==> config.mk <==
export PLATFORM = sky130hd
export DESIGN_NAME = tz_sec_tagger
export DESIGN_NICKNAME = d
export VERILOG_FILES = /design/src/rtl/tz_sec_tagger.sv
export SDC_FILE = /design/constraint.sdc
export NUM_CORES = 1
export LEC_CHECK = 0
export BUFFER_PORTS_ARGS = -buffer_cell sky130_fd_sc_hd__buf_2
export CORE_MARGIN = 1.5
export CORE_UTILIZATION = 29
export CTS_CLUSTER_DIAMETER = 60
export DETAILED_ROUTE_END_ITERATION = 12
export PLACE_DENSITY = 0.49
export SKIP_LAST_GASP = 1
export SYNTH_ARGS = -nofsm -noshare
export SYNTH_HDL_FRONTEND = slang
export SYNTH_SLANG_ARGS = --single-unit
==> constraint.sdc <==
create_clock -name clk -period 4.1 [get_ports clk]
set_input_delay 0.615 -clock clk [delete_from_list [all_inputs] [get_ports clk]]
set_output_delay 0.615 -clock clk [all_outputs]
set_load 0.02 [all_outputs]
==> src/rtl/tz_sec_tagger.sv <==
`default_nettype none
// tz_sec_tagger: classifies read beats against a region table, blocks non-secure access to
// secure regions and buffers tagged beats in a FIFO. Macro TZ_TAGGER_VIOL_CNT_EN adds viol_cnt.
module tz_sec_tagger #(
  parameter int DEPTH  = 4,
  parameter int ADDR_W = 32,
  parameter int NREG   = 4
) (
  input  logic              clk,
  input  logic              rst_n,
  input  logic              in_valid,
  output logic              in_ready,
  input  logic [ADDR_W-1:0] in_addr,
  input  logic [31:0]       in_data,
  input  logic              in_ns,
  input  logic              cfg_we,
  input  logic [2:0]        cfg_idx,
  input  logic [ADDR_W-1:0] cfg_base,
  input  logic [ADDR_W-1:0] cfg_limit,
  input  logic              cfg_en,
  input  logic              cfg_secure,
  input  logic              cfg_lock,
  output logic              out_valid,
  input  logic              out_ready,
  output logic [31:0]       out_data,
  output logic              out_security_level,
  output logic              out_fault
`ifdef TZ_TAGGER_VIOL_CNT_EN
  ,
  output logic [7:0]        viol_cnt
`endif
);

  localparam int PW = $clog2(DEPTH);
  localparam logic [DEPTH:0] FULL = (DEPTH+1)'(DEPTH);

  logic [ADDR_W-1:0] base_q  [NREG];
  logic [ADDR_W-1:0] limit_q [NREG];
  logic [NREG-1:0]   en_q, sec_q;
  logic              lock_q;

  logic [31:0]       data_mem_q [DEPTH];
  logic [DEPTH-1:0]  lvl_mem_q, flt_mem_q;
  logic [PW-1:0]     wr_ptr_q, rd_ptr_q;
  logic [DEPTH:0]    count_q, count_d;

  logic              push, pop, hit_sec, viol, lvl_new;
  logic [31:0]       data_new;

  // Scan from the top down so the lowest matching index is the one that sticks.
  always_comb begin
    hit_sec = 1'b0;
    for (int i = NREG - 1; i >= 0; i--) begin
      if (en_q[i] && (in_addr >= base_q[i]) && (in_addr <= limit_q[i])) begin
        hit_sec = sec_q[i];
      end
    end
  end

  assign viol     = hit_sec & in_ns;
  assign lvl_new  = ~hit_sec;
  assign data_new = viol ? 32'h0 : in_data;

  assign in_ready  = !rst_n && (count_q != FULL);
  assign out_valid = (count_q != '0);
  assign push      = in_valid && in_ready;
  assign pop       = out_valid && out_ready;

  assign out_data           = data_mem_q[rd_ptr_q];
  assign out_security_level = lvl_mem_q[rd_ptr_q];
  assign out_fault          = flt_mem_q[rd_ptr_q];

  always_comb begin
    count_d = count_q;
    if (push && !pop) begin
      count_d = count_q + (DEPTH+1)'(1);
    end else if (pop && !push) begin
      count_d = count_q - (DEPTH+1)'(1);
    end
  end

  always_ff @(posedge clk) begin
    if (rst_n) begin
      wr_ptr_q  <= '0;
      rd_ptr_q  <= '0;
      count_q   <= '0;
      lvl_mem_q <= '0;
      flt_mem_q <= '0;
      for (int i = 0; i < DEPTH; i++) begin
        data_mem_q[i] <= 32'h0;
      end
    end else begin
      if (push) begin
        data_mem_q[wr_ptr_q] <= data_new;
        lvl_mem_q[wr_ptr_q]  <= lvl_new;
        flt_mem_q[wr_ptr_q]  <= viol;
        wr_ptr_q             <= wr_ptr_q + PW'(1);
      end
      if (pop) begin
        rd_ptr_q <= rd_ptr_q + PW'(1);
      end
      count_q <= count_d;
    end
  end

  // A write in the lock cycle still lands; the lock only gates later writes.
  always_ff @(posedge clk) begin
    if (rst_n) begin
      en_q   <= '0;
      sec_q  <= '0;
      lock_q <= 1'b0;
      for (int i = 0; i < NREG; i++) begin
        base_q[i]  <= '0;
        limit_q[i] <= '0;
      end
    end else begin
      if (cfg_we && !lock_q) begin
        for (int i = 0; i < NREG; i++) begin
          if (cfg_idx == 3'(i)) begin
            base_q[i]  <= cfg_base;
            limit_q[i] <= cfg_limit;
            en_q[i]    <= cfg_en;
            sec_q[i]   <= cfg_secure;
          end
        end
      end
      if (cfg_lock) begin
        lock_q <= 1'b1;
      end
    end
  end

`ifdef TZ_TAGGER_VIOL_CNT_EN
  logic [7:0] viol_cnt_q;

  always_ff @(posedge clk) begin
    if (rst_n) begin
      viol_cnt_q <= 8'h0;
    end else if (push && viol && (viol_cnt_q != 8'hFF)) begin
      viol_cnt_q <= viol_cnt_q + 8'h1;
    end
  end

  assign viol_cnt = viol_cnt_q;
`else
  // Violation counter not built.
`endif

endmodule
`default_nettype wire

==> results of run 1 <==
==> how the worst max path moves through the flow <==
stage               slack, ns           endpoint           start
floorplan                0.96         count_q[4]           rst_n
global placement         0.05  data_mem_q[1][25]      in_addr[2]
detailed placement       0.02       lvl_mem_q[3]     in_addr[27]
CTS                      0.50       lvl_mem_q[3]  limit_q[1][23]
global route             0.37  data_mem_q[1][27]   base_q[0][31]
finish                   0.60  data_mem_q[0][18]  limit_q[1][23]
==> state kept, by name (all words and copies together) (netlist names), named ones only <==
| signal | cells |
|---|---|
| rd_ptr_q | 2 |
| lock_q | 1 |
| sec_q | 4 |
| flt_mem_q | 4 |
| wr_ptr_q | 2 |
| limit_q | 128 |
| base_q | 128 |
| lvl_mem_q | 4 |
| en_q | 4 |
| count_q | 5 |
| data_mem_q | 128 |
==> cells in the mapped netlist (32+ instances only) <==
master    number  area (sq um)
inv_1        261           980
nand4_1       44           275
nor4b_1       32           280
ha_1         264          3300
mux4_2        34           766
clkbuf_1      55           206
nor3_2        80           801
nor2_1        38           143
nand3_1       32           160
a21oi_1      102           510
nand2_1      157           589
edfxtp_1     384         11500
nor2b_1       40           250
and2_1       260          1630
==> logic make-up (layout without fill, tap and decap cells) <==
family / after synthesis / after routing / share of synthesized area [%]
adder cells (fa/ha/maj): 265 / 265 / 13.9
other: 0 / 5 / 0
multiplexers: 36 / 36 / 3.32
XOR/XNOR: 7 / 7 / 0.257
AO/OA/AOI/OAI: 249 / 249 / 6.69
buffers and inverters: 348 / 619 / 6.20
AND/OR/NAND/NOR: 747 / 747 / 18.9
flip-flops: 412 / 412 / 50.7
==> per-layer routing <==
metal / up-vias / part of all wire, % / GRT usage, %
met2: 352 / 48 / 27.6
met4: 22 / 2.9 / 5.18
met1: 7930 / 43 / 20.2
li1: 7836 / - / -
met3: 128 / 5.2 / 3.07
met5: - / 0.20 / 0
==> layout make-up <==
type,count,share of cell area [%]
timing repair buffer,255,5.90
clock buffer,70,5.23
tap,1060,4.70
sequential,412,42.9
antenna,5,0.0444
inverter,261,3.47
multi-input combinational,1304,36.6
clock inverter,33,1.16
==> metrics by stage <==
step / std cells / cell area [sq um] / total power, W / hold WS, ns
3_3_place_gp: 3292 / 26400 / 0.00714 / 0.453
2_1_floorplan: 2064 / 23800 / 0.00638 / 0.439
5_1_grt: 3396 / 28200 / 0.0124 / 0.205
3_5_place_dp: 3292 / 26400 / 0.00718 / 0.469
4_1_cts: 3395 / 28200 / 0.0120 / 0.181
6_report: 3400 / 28200 / 0.0118 / 0.221
==> power by group <==
part	leakage [nW]	internal (W)	switching (W)	total, W
Clock	0.872	0.00281	0.00196	0.00478
Sequential	4.18	0.00490	0.000108	0.00501
Combinational	6.87	0.000795	0.00125	0.00204
==> critical path, stage by stage, from the launching register on <==
cell	delay, ns
edfxtp_1	0.38
inv_1	0.07
ha_1	0.25
a21oi_1	0.15
o21ai_0	0.16
a221o_1	0.34
a211oi_1	0.52
o22ai_1	0.28
nor3_1	0.31
mux2_8	0.31
buf_12	0.21
buf_4	0.18
nor3_2	0.05
==> impl_metrics.env, run 1 <==
export IMPL_outcome="complete, no violations"
export IMPL_grt_max_degree=67
export IMPL_synth_edff_count=384
export IMPL_areaGrowthSynthToFinish_pct=18.2
export IMPL_clock_fmax_mhz=286
export IMPL_antenna_found_initial=20
export IMPL_cap_violations=0
export IMPL_drv_slew=0
export IMPL_worstSetupEndpointType="register"
export IMPL_design_core_area_sq_um=80900
export IMPL_postLayoutCoreUtil_pct=34.8
export IMPL_r2r_cells=12
export IMPL_die_w_um=290
export IMPL_numCtsBuffers=56
export IMPL_r2r_end="data_mem_q[0][18]"
export IMPL_arrival_ns=3.86
export IMPL_port_buffers=175
export IMPL_ys_seq_area_share_pct=50.7
export IMPL_skew_ns=0.0464
export IMPL_timing_final_ws_setup_ns=0.603
export IMPL_grt_pass1_vias=16900
export IMPL_reg2reg_from="limit_q[1][23]"
export IMPL_avgSynthCellArea_sq_um=11.6
export IMPL_drtAntennaViolNets=0
export IMPL_yosysWarnings=0
export IMPL_gp_congestion=0.783
export IMPL_clk_latency_ns=0.63
export IMPL_drt_total_wl_um=66900
export IMPL_die_area_sq_um=84000
export IMPL_overflow=0
export IMPL_row_count=104
export IMPL_pre_cts_ws_ns=0.0200
export IMPL_final_cell_mix="edfxtp_1, ha_1, and2_1, inv_1, buf_2"
export IMPL_clk_pin_slew_ns=0.06
export IMPL_hold_start="cfg_lock"
export IMPL_drc=0
export IMPL_root_buffer="clkbuf_16"
export IMPL_critPathKind="reg2reg"
export IMPL_synthArstFlopShare_pct=0
export IMPL_syn_area_sq_um=23800
export IMPL_grt_use_total_pct=16.0
export IMPL_via_per_inst=4.78
export IMPL_fillers=8060
export IMPL_hold_depth=3
export IMPL_path_max_fanout=24
export IMPL_worstMarginPinSlew_ns=0.793
export IMPL_drive_gt1_share_pct=19.9
export IMPL_ir_worst_vdd_v=0.000295
export IMPL_seqCellArea_sq_um=12100
export IMPL_die_h_um=290
export IMPL_ios=176
export IMPL_final_nets=2695
export IMPL_cts_setup_buffers=0
export IMPL_powerDensity_nw_per_um2=419
export IMPL_wl_per_cell_um=19.7
export IMPL_hpwl_um=46200
export IMPL_first_pass_iters=4
export IMPL_layout_commonest_cell="edfxtp_1"
export IMPL_cts_tree="yes"
export IMPL_clockBufferDepth=3
export IMPL_initial_utilization_pct=29.5
export IMPL_vias=16300
export IMPL_synth_ff_type="edfxtp_1"
export IMPL_ys_ff_latch=412
export IMPL_multi_input_area_sq_um=10300
export IMPL_period_needed_ns=3.50
export IMPL_rrSetupSlack_ns=0.60
export IMPL_crit_path_start_kind="register"
export IMPL_rsz0062_at_grt="false"
export IMPL_grt_pass1_wl_um=102000
export IMPL_clock_sinks=412
export IMPL_hp_class="in2reg"
export IMPL_h_tree_depth=2
export IMPL_final_hold_viol_count=0
export IMPL_fin_crit_sh_pct=85.3
export IMPL_whs_endpoint="lock_q"
export IMPL_post_cts_resized=0
export IMPL_p_leak_nw=11.9
export IMPL_synth_cell_types=68
export IMPL_relSlewSlack_pct=47.2
export IMPL_drtIter0Drc=829
export IMPL_fin_setup_tns_ns=0
export IMPL_synthCells=2064
export IMPL_ctsHoldBuffers=0
export IMPL_synthesis_nets=2469
export IMPL_crit_required_ns=4.46
export IMPL_setup_viol=0
Power figures use the tool's default switching activity.
==> run 2: changes to the inputs <==
--- a/config.mk
+++ b/config.mk
@@ -5,7 +5,7 @@
 export SDC_FILE = /design/constraint.sdc
 export NUM_CORES = 1
 export LEC_CHECK = 0
-export BUFFER_PORTS_ARGS = -buffer_cell sky130_fd_sc_hd__buf_2
+export BUFFER_PORTS_ARGS = -buffer_cell sky130_fd_sc_hd__buf_4
 export CORE_MARGIN = 1.5
 export CORE_UTILIZATION = 29
 export CTS_CLUSTER_DIAMETER = 60
==> run 2 against run 1 <==
  * Critical path type unchanged
  * Design area increased by 1.6%
  * Clock-buffer cell count decreased by 4
  * Fmax decreased by 7.8%
  * Hold slack got worse by 0.0080 ns
  * Worst setup slack got worse by 0.29 ns
==> impl_metrics.env, run 2 (synthesis gave the netlist of run 1 again) <==
export IMPL_slowest_stage="nor3_1"
export IMPL_reg2reg_from="base_q[0][31]"
export IMPL_final_nets=2679
export IMPL_r2r_end="data_mem_q[1][25]"
export IMPL_drc=0
export IMPL_root_buffer="clkbuf_16"
export IMPL_worstMarginPinSlew_ns=0.786
export IMPL_ios=176
export IMPL_drtAntennaViolNets=0
export IMPL_die_w_um=290
export IMPL_post_cts_resized=0
export IMPL_clock_sinks=412
export IMPL_relSlewSlack_pct=47.6
export IMPL_antenna_found_initial=4
export IMPL_die_h_um=290
export IMPL_hpwl_um=45900
export IMPL_first_pass_iters=5
export IMPL_final_cell_mix="edfxtp_1, ha_1, and2_1, inv_1, buf_4"
export IMPL_power_switching_w=0.00329
export IMPL_sw_frac_of_total_pct=26.6
export IMPL_worstSetupEndpointType="register"
export IMPL_cts_setup_buffers=0
export IMPL_hp_class="in2reg"
export IMPL_hold_start="cfg_lock"
export IMPL_ir_worst_vdd_v=0.000447
export IMPL_ctsHoldBuffers=0
export IMPL_rrSetupSlack_ns=0.31
export IMPL_crit_path_start_kind="register"
export IMPL_path_max_fanout=35
export IMPL_grt_pass1_wl_um=101000
export IMPL_port_buffers=175
export IMPL_setup_viol=0
export IMPL_rsz0062_at_grt="false"
export IMPL_areaGrowthSynthToFinish_pct=20.1
export IMPL_drtIter0Drc=872
export IMPL_fin_crit_sh_pct=92.5
export IMPL_grt_max_degree=67
export IMPL_skew_ns=0.0536
export IMPL_power_share_combinational_pct=17.6
export IMPL_clk_latency_ns=0.63
export IMPL_power_frac_clock_pct=41.9
export IMPL_cap_violations=0
export IMPL_final_hold_viol_count=0
export IMPL_drt_total_wl_um=67100
export IMPL_drv_slew=0
export IMPL_seq_power_share_pct=40.5
export IMPL_grt_use_total_pct=15.9
export IMPL_initial_utilization_pct=29.5
export IMPL_p_leak_nw=12.1
export IMPL_critPathKind="reg2reg"
export IMPL_design_core_area_sq_um=80900
export IMPL_row_count=104
export IMPL_clockBufferDepth=3
export IMPL_numCtsBuffers=53
export IMPL_arrival_ns=4.20
export IMPL_vias=16200
export IMPL_powerDensity_nw_per_um2=432
export IMPL_cts_tree="yes"
export IMPL_via_per_inst=4.79
export IMPL_slowest_delay_ns=0.50
export IMPL_die_area_sq_um=84000
export IMPL_fin_setup_tns_ns=0
export IMPL_holdWs_ns=0.213
export IMPL_worstSetupStartpoint="base_q[0][31]"
export IMPL_grt_pass1_vias=16700
export IMPL_cp_cell_sequence="inv_1 -> ha_1 -> nand4_1 -> nor3_1 -> nand2_1 -> a211o_1 -> a41oi_1 -> o22a_1 -> mux2_8 -> buf_12 -> nor4b_1"
export IMPL_timing_final_ws_setup_ns=0.309
export IMPL_clk_pin_slew_ns=0.06
export IMPL_power_internal_w=0.00908
export IMPL_r2r_cells=11
export IMPL_period_needed_ns=3.79
export IMPL_outcome="complete, no violations"
export IMPL_gp_congestion=0.838
export IMPL_clock_fmax_mhz=264
export IMPL_crit_end="data_mem_q[1][25]"
export IMPL_h_tree_depth=2
export IMPL_layout_commonest_cell="edfxtp_1"
export IMPL_overflow=0
export IMPL_fillers=8024
export IMPL_wl_per_cell_um=19.9
export IMPL_pre_cts_ws_ns=-0.163
export IMPL_drive_gt1_share_pct=19.5
export IMPL_crit_required_ns=4.50
export IMPL_largestRegisters="base_q x128, data_mem_q x128, limit_q x128"
-- run 2: cell count changes in the layout (fill, tap and decap cells not counted), moves of 2 or more --
| cell | previous run | this run |
|---|---|---|
| clkinv_2 | 7 | 5 |
| clkinv_4 | 4 | 1 |
| clkbuf_1 | 13 | 10 |
| buf_12 | 15 | 12 |
| buf_2 | 175 | 0 |
| buf_4 | 65 | 230 |
| bufinv_16 | 4 | 13 |
| inv_6 | 3 | 1 |
| clkbuf_16 | 57 | 54 |
| clkbuf_8 | 0 | 2 |
| diode_2 | 5 | 1 |
-- run 2: power groups by stage --
stage	combinational, W	sequential [W]	clock, W
after floorplan	0.00133	0.00506	0
after global placement	0.00217	0.00509	0
after detailed placement	0.00221	0.00510	0
after CTS	0.00221	0.00501	0.00533
after global routing	0.00240	0.00504	0.00546
final	0.00217	0.00501	0.00519
-- run 2: critical path: cells and delay by family, from the launching register on --
| kind | cells | cell delay, ns |
|---|---|---|
| compound gates | 3 | 0.97 |
| mux | 1 | 0.46 |
| buf+inv | 2 | 0.24 |
| fa+ha+maj | 1 | 0.29 |
| flops | 1 | 0.32 |
| simple gates | 4 | 1.27 |
-- run 2: worst min-delay path by stage --
stage	end	cells after the start
floorplan	lock_q	2
global placement	lock_q	2
detailed placement	lock_q	2
CTS	lock_q	3
global route	lock_q	3
finish	lock_q	3
-- run 2: routing by layer --
layer  part of all wire, %  up-vias  global-route usage (%)
met4                   3.1        6                    5.30
met2                    48      365                    27.3
met5                 0.061        -                       0
met1                    44     7919                    20.2
li1                      -     7789                       -
met3                   5.0      107                    2.75
-- run 2: cell type report --
cell class | count | area, sq um | share of cell area, %
sequential | 412 | 12100 | 42.2
multi-input combinational | 1304 | 10300 | 36.0
timing repair buffer | 242 | 1970 | 6.87
clock buffer | 66 | 1420 | 4.95
tap | 1060 | 1330 | 4.63
inverter | 261 | 980 | 3.42
clock inverter | 33 | 537 | 1.87
antenna | 1 | 2.50 | 0.00874
-- run 2: through the flow --
stage / std cells / utilization [%] / total power, W / cell area [sq um]
floorplan: 2064 / - / 0.00638 / 23800
global placement: 3279 / 33.0 / 0.00726 / 26700
detailed placement: 3279 / 33.0 / 0.00730 / 26700
CTS: 3378 / 35.4 / 0.0126 / 28600
global route: 3378 / 35.4 / 0.0129 / 28600
finish: 3379 / 35.4 / 0.0124 / 28600
